$ cat src/rtl/addsub_pipe_if.sv
// addsub_pipe_if: request/response handshake bundle for the pipelined add/subtract unit
interface addsub_pipe_if #(parameter int WIDTH = 16);
  logic             in_valid;
  logic             in_ready;
  logic             sub;
  logic             acc;
  logic [WIDTH-1:0] a;
  logic [WIDTH-1:0] b;
  logic             clr_acc;
  logic             out_valid;
  logic             out_ready;
  logic [WIDTH-1:0] z;
  logic             co;
  logic             oflow;
  logic [WIDTH-1:0] acc_q;
  modport master (
    output in_valid, sub, acc, a, b, clr_acc, out_ready,
    input  in_ready, out_valid, z, co, oflow, acc_q
  );
  modport slave (
    input  in_valid, sub, acc, a, b, clr_acc, out_ready,
    output in_ready, out_valid, z, co, oflow, acc_q
  );
endinterface

$ cat src/rtl/addsub_pipe.sv
// addsub_pipe: segmented-carry pipelined add/subtract with flags, optional saturation and accumulator
module addsub_pipe #(
  parameter int WIDTH  = 16,
  parameter int STAGES = 2,
  parameter int SAT    = 0
) (
  input  logic               clk,
  input  logic               rst_n,
  addsub_pipe_if.slave       bus
);
  localparam int SW = WIDTH / STAGES;
  localparam int L  = STAGES - 1;
  logic [WIDTH-1:0] x_q [STAGES];
  logic [WIDTH-1:0] x_d [STAGES];
  logic [WIDTH-1:0] y_q [STAGES];
  logic [WIDTH-1:0] y_d [STAGES];
  logic [WIDTH-1:0] r_q [STAGES];
  logic [WIDTH-1:0] r_d [STAGES];
  logic             c_q [STAGES];
  logic             c_d [STAGES];
  logic             o_q [STAGES];
  logic             o_d [STAGES];
  logic             v_q [STAGES];
  logic             v_d [STAGES];
  logic             k_q [STAGES];
  logic             k_d [STAGES];
  logic             acc_pending_q, acc_pending_d;
  logic [WIDTH-1:0] acc_val_q, acc_val_d;
  logic [WIDTH-1:0] xi, yi, ri;
  logic             ci, vi, ki, of;
  logic [SW:0]      seg;
  logic             adv, take, retire;
  int               p;
  assign adv           = !v_q[L] || bus.out_ready;
  assign bus.in_ready  = adv && !acc_pending_q;
  assign take          = bus.in_valid && bus.in_ready;
  assign retire        = v_q[L] && bus.out_ready && k_q[L];
  assign bus.out_valid = v_q[L];
  assign bus.z         = r_q[L];
  assign bus.co        = c_q[L];
  assign bus.oflow     = o_q[L];
  assign bus.acc_q     = acc_val_q;
  // Each stage adds its own segment, forwarding operands, partial sum and carry to the next
  always_comb begin
    p  = 0;
    seg = '0;
    of = 1'b0;
    xi = bus.acc ? acc_val_q : bus.a;
    yi = bus.sub ? ~bus.b : bus.b;
    ri = '0;
    ci = bus.sub;
    vi = take;
    ki = bus.acc;
    for (int s = 0; s < STAGES; s++) begin
      p = (s == 0) ? 0 : s - 1;
      if (s != 0) begin
        xi = x_q[p];
        yi = y_q[p];
        ri = r_q[p];
        ci = c_q[p];
        vi = v_q[p];
        ki = k_q[p];
      end
      seg = {1'b0, xi[s*SW +: SW]} + {1'b0, yi[s*SW +: SW]} + {{SW{1'b0}}, ci};
      r_d[s] = ri;
      r_d[s][s*SW +: SW] = seg[SW-1:0];
      of = (xi[WIDTH-1] == yi[WIDTH-1]) && (r_d[s][WIDTH-1] != xi[WIDTH-1]);
      if (SAT != 0 && s == L && of)
        r_d[s] = {xi[WIDTH-1], {(WIDTH-1){~xi[WIDTH-1]}}};
      x_d[s] = xi;
      y_d[s] = yi;
      c_d[s] = seg[SW];
      o_d[s] = of;
      v_d[s] = vi;
      k_d[s] = ki;
    end
  end
  // Accumulator and pending flag: clear beats retirement; acc ops block intake until they retire
  always_comb begin
    acc_pending_d = (take && bus.acc) ? 1'b1 : retire ? 1'b0 : acc_pending_q;
    acc_val_d     = bus.clr_acc ? '0 : retire ? r_q[L] : acc_val_q;
  end
  // Pipeline registers advance together or all hold on a downstream stall
  always_ff @(posedge clk or negedge rst_n) begin
    if (!rst_n) begin
      for (int s = 0; s < STAGES; s++) begin
        x_q[s] <= '0;
        y_q[s] <= '0;
        r_q[s] <= '0;
        c_q[s] <= 1'b0;
        o_q[s] <= 1'b0;
        v_q[s] <= 1'b0;
        k_q[s] <= 1'b0;
      end
    end else if (adv) begin
      for (int s = 0; s < STAGES; s++) begin
        x_q[s] <= x_d[s];
        y_q[s] <= y_d[s];
        r_q[s] <= r_d[s];
        c_q[s] <= c_d[s];
        o_q[s] <= o_d[s];
        v_q[s] <= v_d[s];
        k_q[s] <= k_d[s];
      end
    end
  end
  // Accumulator state
  always_ff @(posedge clk or negedge rst_n) begin
    if (!rst_n) begin
      acc_pending_q <= 1'b0;
      acc_val_q     <= '0;
    end else begin
      acc_pending_q <= acc_pending_d;
      acc_val_q     <= acc_val_d;
    end
  end
endmodule

$ cat src/flat_wrapper.sv
// flat-port wrapper written by rule: the top's interface ports become plain ports
module addsub_pipe_flat 
#(
  parameter int WIDTH  = 16,
  parameter int STAGES = 2,
  parameter int SAT    = 0
)
  (clk, rst_n, bus_in_valid, bus_sub, bus_acc, bus_a, bus_b, bus_clr_acc, bus_out_ready, bus_in_ready, bus_out_valid, bus_z, bus_co, bus_oflow, bus_acc_q);
  addsub_pipe_if #(.WIDTH(WIDTH)) bus_i ();
  input  logic clk;
  input  logic rst_n;
  input wire logic [$bits(bus_i.in_valid)-1:0] bus_in_valid;
  input wire logic [$bits(bus_i.sub)-1:0] bus_sub;
  input wire logic [$bits(bus_i.acc)-1:0] bus_acc;
  input wire logic [$bits(bus_i.a)-1:0] bus_a;
  input wire logic [$bits(bus_i.b)-1:0] bus_b;
  input wire logic [$bits(bus_i.clr_acc)-1:0] bus_clr_acc;
  input wire logic [$bits(bus_i.out_ready)-1:0] bus_out_ready;
  output wire logic [$bits(bus_i.in_ready)-1:0] bus_in_ready;
  output wire logic [$bits(bus_i.out_valid)-1:0] bus_out_valid;
  output wire logic [$bits(bus_i.z)-1:0] bus_z;
  output wire logic [$bits(bus_i.co)-1:0] bus_co;
  output wire logic [$bits(bus_i.oflow)-1:0] bus_oflow;
  output wire logic [$bits(bus_i.acc_q)-1:0] bus_acc_q;
  assign bus_i.in_valid = bus_in_valid;
  assign bus_i.sub = bus_sub;
  assign bus_i.acc = bus_acc;
  assign bus_i.a = bus_a;
  assign bus_i.b = bus_b;
  assign bus_i.clr_acc = bus_clr_acc;
  assign bus_i.out_ready = bus_out_ready;
  assign bus_in_ready = bus_i.in_ready;
  assign bus_out_valid = bus_i.out_valid;
  assign bus_z = bus_i.z;
  assign bus_co = bus_i.co;
  assign bus_oflow = bus_i.oflow;
  assign bus_acc_q = bus_i.acc_q;
  addsub_pipe #(.WIDTH(WIDTH), .STAGES(STAGES), .SAT(SAT)) u_core (.clk(clk), .rst_n(rst_n), .bus(bus_i));
endmodule
$ cat config.mk
export PLATFORM = sky130hd
export DESIGN_NAME = addsub_pipe_flat
export DESIGN_NICKNAME = d
export VERILOG_FILES = /design/src/rtl/addsub_pipe_if.sv /design/src/rtl/addsub_pipe.sv /design/src/flat_wrapper.sv
export SDC_FILE = /design/constraint.sdc
export NUM_CORES = 1
export LEC_CHECK = 0
export CAP_MARGIN = 20
export CORE_MARGIN = 2
export CORE_UTILIZATION = 46
export CTS_CLUSTER_DIAMETER = 80
export DETAILED_ROUTE_END_ITERATION = 7
export PLACE_DENSITY = 0.77
export SETUP_SLACK_MARGIN = 0.15
export SLEW_MARGIN = 0
export SYNTH_ARGS = -nofsm -noshare
export SYNTH_HDL_FRONTEND = slang
export SYNTH_SLANG_ARGS = --single-unit
$ cat constraint.sdc
create_clock -name clk -period 2 [get_ports clk]
set_clock_uncertainty 0.05 [all_clocks]
set_input_delay 0.4 -clock clk [delete_from_list [all_inputs] [get_ports clk]]
set_output_delay 0.4 -clock clk [all_outputs]
set_load 0.02 [all_outputs]
Word-level counts from Yosys, hierarchy flattened
Cells that the tools add are included.
{"block": "totals", "ff_bits": 80}
{"block": "classes", "addsub": 4, "n_eq_ne": 2, "muxes": 6, "bitwise_logic": 1, "reduce_logical": 11}
{"cell": "2-to-1 mux 16 bit", "count": 4}
{"cell": "adder 8 x 8 -> 9 bit", "count": 2}
{"cell": "adder 9 x 1 -> 9 bit", "count": 2}
{"cell": "inverter 16 bit", "count": 1}
{"cell": "logical AND 1 bit", "count": 6}
{"cell": "nonzero test 2 bit", "count": 2}
{"cell": "zero test 1 bit", "count": 2}
{"cell": "2-to-1 mux 1 bit", "count": 2}
{"cell": "== test 1 bit", "count": 1}
{"cell": "logical OR 1 bit", "count": 1}
{"cell": "!= test 1 bit", "count": 1}

Depth between registers and ports, before layout
Gate-level depths: netlist (run 1).
{"block": "logic_depth", "depth_word": 6, "depth_mapped": 10, "depth_no_buf": 8}

Least setup slack after synthesis (run 1)
Ideal clock, no wire load.
{"block": "synth_path", "kind": "input port to flip-flop", "start": "input port bus_sub", "end": "register u_core.r_q (netlist bit u_core.ri[6])", "setup_time_ns": 0.126, "arrival_time_ns": 2.236, "path_slack_ns": -0.412, "stages": 9, "n_path_buf": 2, "path_cell_list": "buf_2 -> buf_2 -> xor2_1 -> fa_1 -> a21o_1 -> a31oi_1 -> nand2_1 -> a211oi_1 -> o31ai_1"}
{"block": "synth_via", "elab_chain_len": 3}
{"element": "from (decl)", "line": "flat_wrapper.sv:13", "rtl": "input wire logic [$bits(bus_i.sub)-1:0] bus_sub;"}
{"element": "2-to-1 mux 16 bit", "line": "addsub_pipe.sv:49", "rtl": "yi = bus.sub ? ~bus.b : bus.b;"}
{"element": "adder 8 x 8 -> 9 bit", "line": "addsub_pipe.sv:64", "rtl": "seg = {1'b0, xi[s*SW +: SW]} + {1'b0, yi[s*SW +: SW]} + {{SW{1'b0}}, ci};"}
{"element": "adder 9 x 1 -> 9 bit (*)", "line": "addsub_pipe.sv:64"}
{"element": "to (signal, indexed assignment)", "line": "addsub_pipe.sv:99", "rtl": "r_q[s] <= r_d[s];"}
{"element": "to (decl)", "line": "addsub_pipe.sv:17", "rtl": "logic [WIDTH-1:0] r_q [STAGES];"}
Mark *: on every way between the ends. The rest lies on a longest branch, timed or not.
A chain may end at the register's enable or synchronous reset.

Worst setup path after layout (run 1)
{"block": "layout_path", "start": "register u_core.c_q (netlist bit u_core.ci)", "end": "register u_core.r_q (netlist bit u_core.bus.z[14])"}
{"block": "layout_via", "elab_chain_len": 1}
{"element": "from (decl)", "line": "addsub_pipe.sv:19", "rtl": "logic c_q [STAGES];"}
{"element": "from (signal, indexed assignment)", "line": "addsub_pipe.sv:100", "rtl": "c_q[s] <= c_d[s];"}
{"element": "adder 9 x 1 -> 9 bit", "line": "addsub_pipe.sv:64"}
No other way between the ends.

==> results_dict.tcl, run 1 <==
set metrics [dict create \
    rsz0062_at_grt "true" \
    most-common-layout-cells "nand2_1, dfrtp_1, clkdlybuf4s50_1, buf_4, o21ai_0" \
    layout_commonest_cell "nand2_1" \
    end_kind "flop" \
    clock_sinks 64 \
    violations "hold timing, setup timing" \
    ys_seq_elements 64 \
    critical_path_required_ns 2.14 \
    final-max-slew-violation-count 0 \
    root_buffer "clkbuf_8" \
    drv_cap 0 \
    gp_congestion 0.854 \
    r2r_cells 6 \
    first_pass_iters 4 \
    die-width_um 88.9 \
    synth-async-reset-ratio_pct 100 \
    cts-buffers-inserted 9 \
    r2r-end "u_core.bus.z[14]" \
    seq_area_frac_synth_pct 48.3 \
    port_buffers 74 \
    crit_path_start_kind "flop" \
    worst_slew_pin_slew_ns 0.631 \
    yosysWarnings 0 \
    finalHoldViolCount 2 \
    rows 30 \
    cp-startpoint "u_core.ci" \
    grt_remaining_overflow 0 \
    p_leak_nw 2.20 \
    insertion_delay_ns 0.34 \
    timing.hold.ws_ns -0.00600 \
    ir_drop_v 0.000513 \
    drtIter0Drc 200 \
    drcViolationCount 0 \
    cts_buffer_depth 2 \
    path_class "reg2reg" \
    stdcell_area_mm2 0.00482 \
    r2r-start "u_core.ci" \
    synth_edf_count 0 \
    powerDensity_mw_per_mm2 1150 \
    coreArea_mm2 0.00687 \
    worst_hold_path_type "in2async" \
    vias 2868 \
    initial_core_util_pct 48.3 \
    grt_max_degree 67 \
    syn_area_mm2 0.00331 \
    setup_tns_ns -0.178 \
    nets 491 \
    period_needed_ns 2.08 \
    drive_gt1_share_pct 22.6 \
    dp_hpwl_um 5730 \
    grt_pass1_wl_um 14100 \
    ctsHtreeMaxLevel 3 \
    setup_violations 4 \
    worstPathArrival_ns 2.22 \
    synth.distinct_cells 37 \
    syn_area_per_cell_um2 10.1 \
    ctsHoldBuffers 0 \
    die-height_um 88.9 \
    grtUsageTotal_pct 23.7 \
    area_growth_pct 45.3 \
    fin_crit_sh_pct 104 \
    routed_wl_um 9040 \
    clock.fmax_mhz 481 \
    n_antenna_cell 0 \
    io-pin-count 75 \
    run_status "finished with violations" \
    synth_flop_cell "dfrtp_1" \
    r2r_setup_slack_ns -0.08 \
    setup_ws_ns -0.0784 \
    cts_tree "done" \
    ant_nets 0 \
    slew_headroom_pct 57.9 \
    clk_pin_slew_ns 0.07 \
    place_area_mm2 0.00442 \
    syn_nets 383 \
    viasPerCell 5.36 \
    first_global_vias 2834 \
    synthCells 327 \
    cp_max_fo 3 \
    die_area_mm2 0.00790 \
    antenna_found_initial 0 \
    wire_per_inst_um 16.9 \
]
layer usage:
layer | up-vias | global-route usage (%) | part of all wire (%)
met5 | - | 0 | 0
met4 | 0 | 11.4 | 3.8
met3 | 34 | 3.54 | 4.9
met2 | 106 | 39.0 | 49
met1 | 1387 | 30.8 | 43
li1 | 1341 | - | -
metrics by stage:
step / power [mW] / std cells / util [%] / hold WS, ns / setup slack (ns)
global route: 5.84 / 535 / 70.1 / 0.0419 / -0.143
global placement: 4.22 / 510 / 64.3 / 0.384 / -0.657
floorplan: 3.32 / 327 / - / 0.0544 / -0.0504
finish: 5.53 / 535 / 70.1 / -0.00600 / -0.0784
detailed placement: 4.30 / 510 / 64.3 / 0.388 / -0.724
CTS: 5.49 / 531 / 69.5 / 0.0227 / -0.0567
cell usage after synthesis, types with 4 or more instances:
cell	n	area (um2)
a22o_1	16	140
nand3_1	4	20.0
dfrtp_1	64	1600
clkbuf_1	4	15.0
a31oi_1	4	25.0
mux2i_1	8	80.1
nor2_1	19	71.3
xor2_1	14	123
xnor2_1	11	96.3
nand2_1	74	278
ha_1	14	175
a21oi_1	17	85.1
buf_2	10	50.1
mux2_2	7	78.8
o21ai_0	25	125
sequential cells by signal (all words and copies together), names as in the netlist:
signal and flops:
u_core.ri 8, u_core.bus.co 1, u_core.yi 8, u_core.bus.oflow 1, u_core.ki 1, u_core.acc_pending_q 1, u_core.bus.acc_q 16, u_core.bus.z 16
u_core.ci 1, u_core.k_q 1, u_core.bus.out_valid 1, u_core.xi 8, u_core.vi 1
final cells by class:
type | instances | area, um2
timing repair buffer | 113 | 1070
inverter | 3 | 11.3
tap | 96 | 120
clock inverter | 4 | 45.0
clock buffer | 11 | 141
sequential | 64 | 1600
fill | 490 | 2050
multi-input combinational | 244 | 1820
worst max-delay path: stages (launching register included):
cell and delay [ns]:
dfrtp_1 0.42, fa_2 0.44, fa_2 0.40, a21oi_4 0.17, o211ai_1 0.13, a211oi_2 0.22
o31ai_1 0.10
power breakdown:
| part | total (mW) | switching [mW] | internal [mW] |
|---|---|---|---|
| sequential | 2.03 | 0.330 | 1.70 |
| combinational | 2.42 | 1.28 | 1.14 |
| clock | 1.08 | 0.484 | 0.597 |
worst max-delay path by stage:
stage,to,slack (ns),cells after the start
3_5_place_dp,u_core.ri[6],-0.72,9
5_1_grt,u_core.bus.z[14],-0.14,6
2_1_floorplan,u_core.ri[6],-0.05,8
3_3_place_gp,u_core.ri[6],-0.66,9
4_1_cts,u_core.bus.z[14],-0.06,6
6_report,u_core.bus.z[14],-0.08,6
what timing repair did:
action                                  CTS  global route
setup buffers                             6             4
endpoints found under the setup margin   14            17
cloned                                    0             0
pin swaps                                17            10
resized for setup                        40             8
cells by family after synthesis:
family	count (synthesis)	share of synthesized area [%]
fa+ha+maj	17	7.10
simple gates	105	12.9
flops	64	48.3
compound gates	81	16.8
buf+inv	19	2.76
mux	16	5.47
xor+xnor	25	6.61
Power figures use the tool's default switching activity.
==> inputs of run 2 (changes only) <==
--- a/config.mk
+++ b/config.mk
@@ -6,10 +6,11 @@
 export NUM_CORES = 1
 export LEC_CHECK = 0
 export CAP_MARGIN = 20
-export CORE_MARGIN = 2
+export CORE_MARGIN = 5
 export CORE_UTILIZATION = 46
 export CTS_CLUSTER_DIAMETER = 80
 export DETAILED_ROUTE_END_ITERATION = 7
+export MAX_ROUTING_LAYER = met4
 export PLACE_DENSITY = 0.77
 export SETUP_SLACK_MARGIN = 0.15
 export SLEW_MARGIN = 0
==> run 2 against run 1 <==
  * The flow still finishes with violations (hold timing, setup timing)
  * Final area decreased by 0.10%
  * Sequential share of layout area about the same
  * Cell count increased by 0.37%
  * Critical path type unchanged
  * Non-clock buffer count decreased by 2
  * Global-route usage decreased by 2.3 points
  * Largest power group unchanged
  * Clock power increased by 18%
  * Wire length decreased by 2.1%
  * Combinational power about the same
  * Fmax decreased by 0.60%
==> results_dict.tcl, run 2 (synthesis gave the netlist of run 1 again) <==
set metrics [dict create \
    n_antenna_cell 0 \
    wire_per_inst_um 16.5 \
    grt_remaining_overflow 0 \
    ctsHtreeMaxLevel 3 \
    first_global_vias 2867 \
    drive_gt1_share_pct 21.2 \
    die_area_mm2 0.00900 \
    clock.fmax_mhz 478 \
    grtUsageTotal_pct 21.4 \
    finalHoldViolCount 1 \
    grt_busiest_layer "met2" \
    grt_pass1_wl_um 14300 \
    first_pass_iters 4 \
    cts-buffers-inserted 9 \
    ir_drop_v 0.000498 \
    final-max-slew-violation-count 0 \
    vias 2859 \
    io-pin-count 75 \
    worst_hold_path_type "in2async" \
    drv_cap 0 \
    die-height_um 94.9 \
    crit_path_start_kind "flop" \
    grt_util_met2_pct 35.3 \
    rows 31 \
    initial_core_util_pct 46.4 \
    p_leak_nw 2.21 \
    worstPathArrival_ns 2.24 \
    met1_usage_pct 26.1 \
    fin_crit_sh_pct 105 \
    dp_slack_ns -0.737 \
    routed_wl_um 8840 \
    antenna_found_initial 0 \
    ctsHoldBuffers 0 \
    drtIter0Drc 202 \
    end_kind "flop" \
    grtUsageMet3_pct 3.67 \
    setup_tns_ns -0.236 \
    clock_sinks 64 \
    grt_max_degree 67 \
    root_buffer "clkbuf_8" \
    setup_violations 5 \
    layout_commonest_cell "nand2_1" \
    cts_buffer_depth 2 \
    path_class "reg2reg" \
    critical_path_required_ns 2.15 \
    insertion_delay_ns 0.34 \
    nets 489 \
    violations "hold timing, setup timing" \
    period_needed_ns 2.09 \
    most-common-layout-cells "nand2_1, dfrtp_1, clkdlybuf4s50_1, buf_4, o21ai_0" \
    worst_slew_pin_slew_ns 0.628 \
    slew_headroom_pct 58.1 \
    gp_congestion 0.832 \
    coreArea_mm2 0.00714 \
    powerDensity_mw_per_mm2 1190 \
    area_growth_pct 45.2 \
    drcViolationCount 0 \
    dp_hpwl_um 6150 \
    cts_tree "done" \
    die-width_um 94.9 \
    setup_ws_ns -0.0910 \
    rsz0062_at_grt "true" \
    timing.hold.ws_ns -0.00202 \
    cp_max_fo 3 \
    viasPerCell 5.32 \
    port_buffers 74 \
    run_status "finished with violations" \
    ant_nets 0 \
    clk_pin_slew_ns 0.07 \
]
run 2: worst paths after layout:
check                             start                   end  slack [ns]  cells after the start
max in group asynchronous         rst_n   u_core.bus.acc_q[5]        1.62                      2
hold / removal                    rst_n         u_core.xi[10]      -0.002                      2
setup / recovery           u_core.yi[8]      u_core.bus.z[14]       -0.09                      6
setup reg to reg           u_core.yi[8]      u_core.bus.z[14]       -0.09                      6
hold reg to reg               u_core.vi  u_core.bus.out_valid        0.41                      1
min in group clk              u_core.vi  u_core.bus.out_valid        0.41                      1
run 2: per-layer routing:
| layer | part of all wire (%) | vias to the layer above |
|---|---|---|
| met4 | 2.5 | 0 |
| met2 | 51 | 84 |
| met5 | 0 | - |
| met3 | 5.0 | 17 |
| li1 | - | 1341 |
| met1 | 41 | 1417 |
run 2: timing repair:
action,in CTS,in global routing
gates resized for setup,23,16
buffers inserted,7,1
setup endpoints to repair,17,17
pin swaps,18,12
run 2: cell type report:
type,instances,area [um2]
Fill cell,538,2320
Multi-Input combinational cell,244,1780
Sequential cell,64,1600
Timing Repair Buffer,111,1060
Clock buffer,12,155
Tap cell,99,124
Clock inverter,4,76.3
Inverter,3,11.3
run 2: critical path: stages, from the launching register on:
cell	delay (ns)
dfrtp_1	0.43
fa_2	0.42
fa_2	0.41
a21oi_4	0.18
o211ai_1	0.11
a211oi_1	0.25
o31ai_1	0.10
run 2: where the power goes:
part / switching [mW] / total, mW / leakage, nW / internal [mW]
Clock: 0.503 / 1.27 / 0.113 / 0.772
Sequential: 0.324 / 2.03 / 0.798 / 1.70
Combinational: 1.27 / 2.40 / 1.30 / 1.13
Total: 2.10 / 5.71 / 2.21 / 3.61
run 2: per-stage QoR:
| step | utilization [%] | total power, mW | instances | instance area, um2 |
|---|---|---|---|---|
| 6_report | 67.4 | 5.71 | 537 | 4810 |
| 5_1_grt | 67.4 | 6.04 | 537 | 4810 |
| 4_1_cts | 66.7 | 5.66 | 536 | 4760 |
| 3_5_place_dp | 62.0 | 4.34 | 513 | 4420 |
| 3_3_place_gp | 62.0 | 4.23 | 513 | 4420 |
| 2_1_floorplan | - | 3.32 | 327 | 3390 |
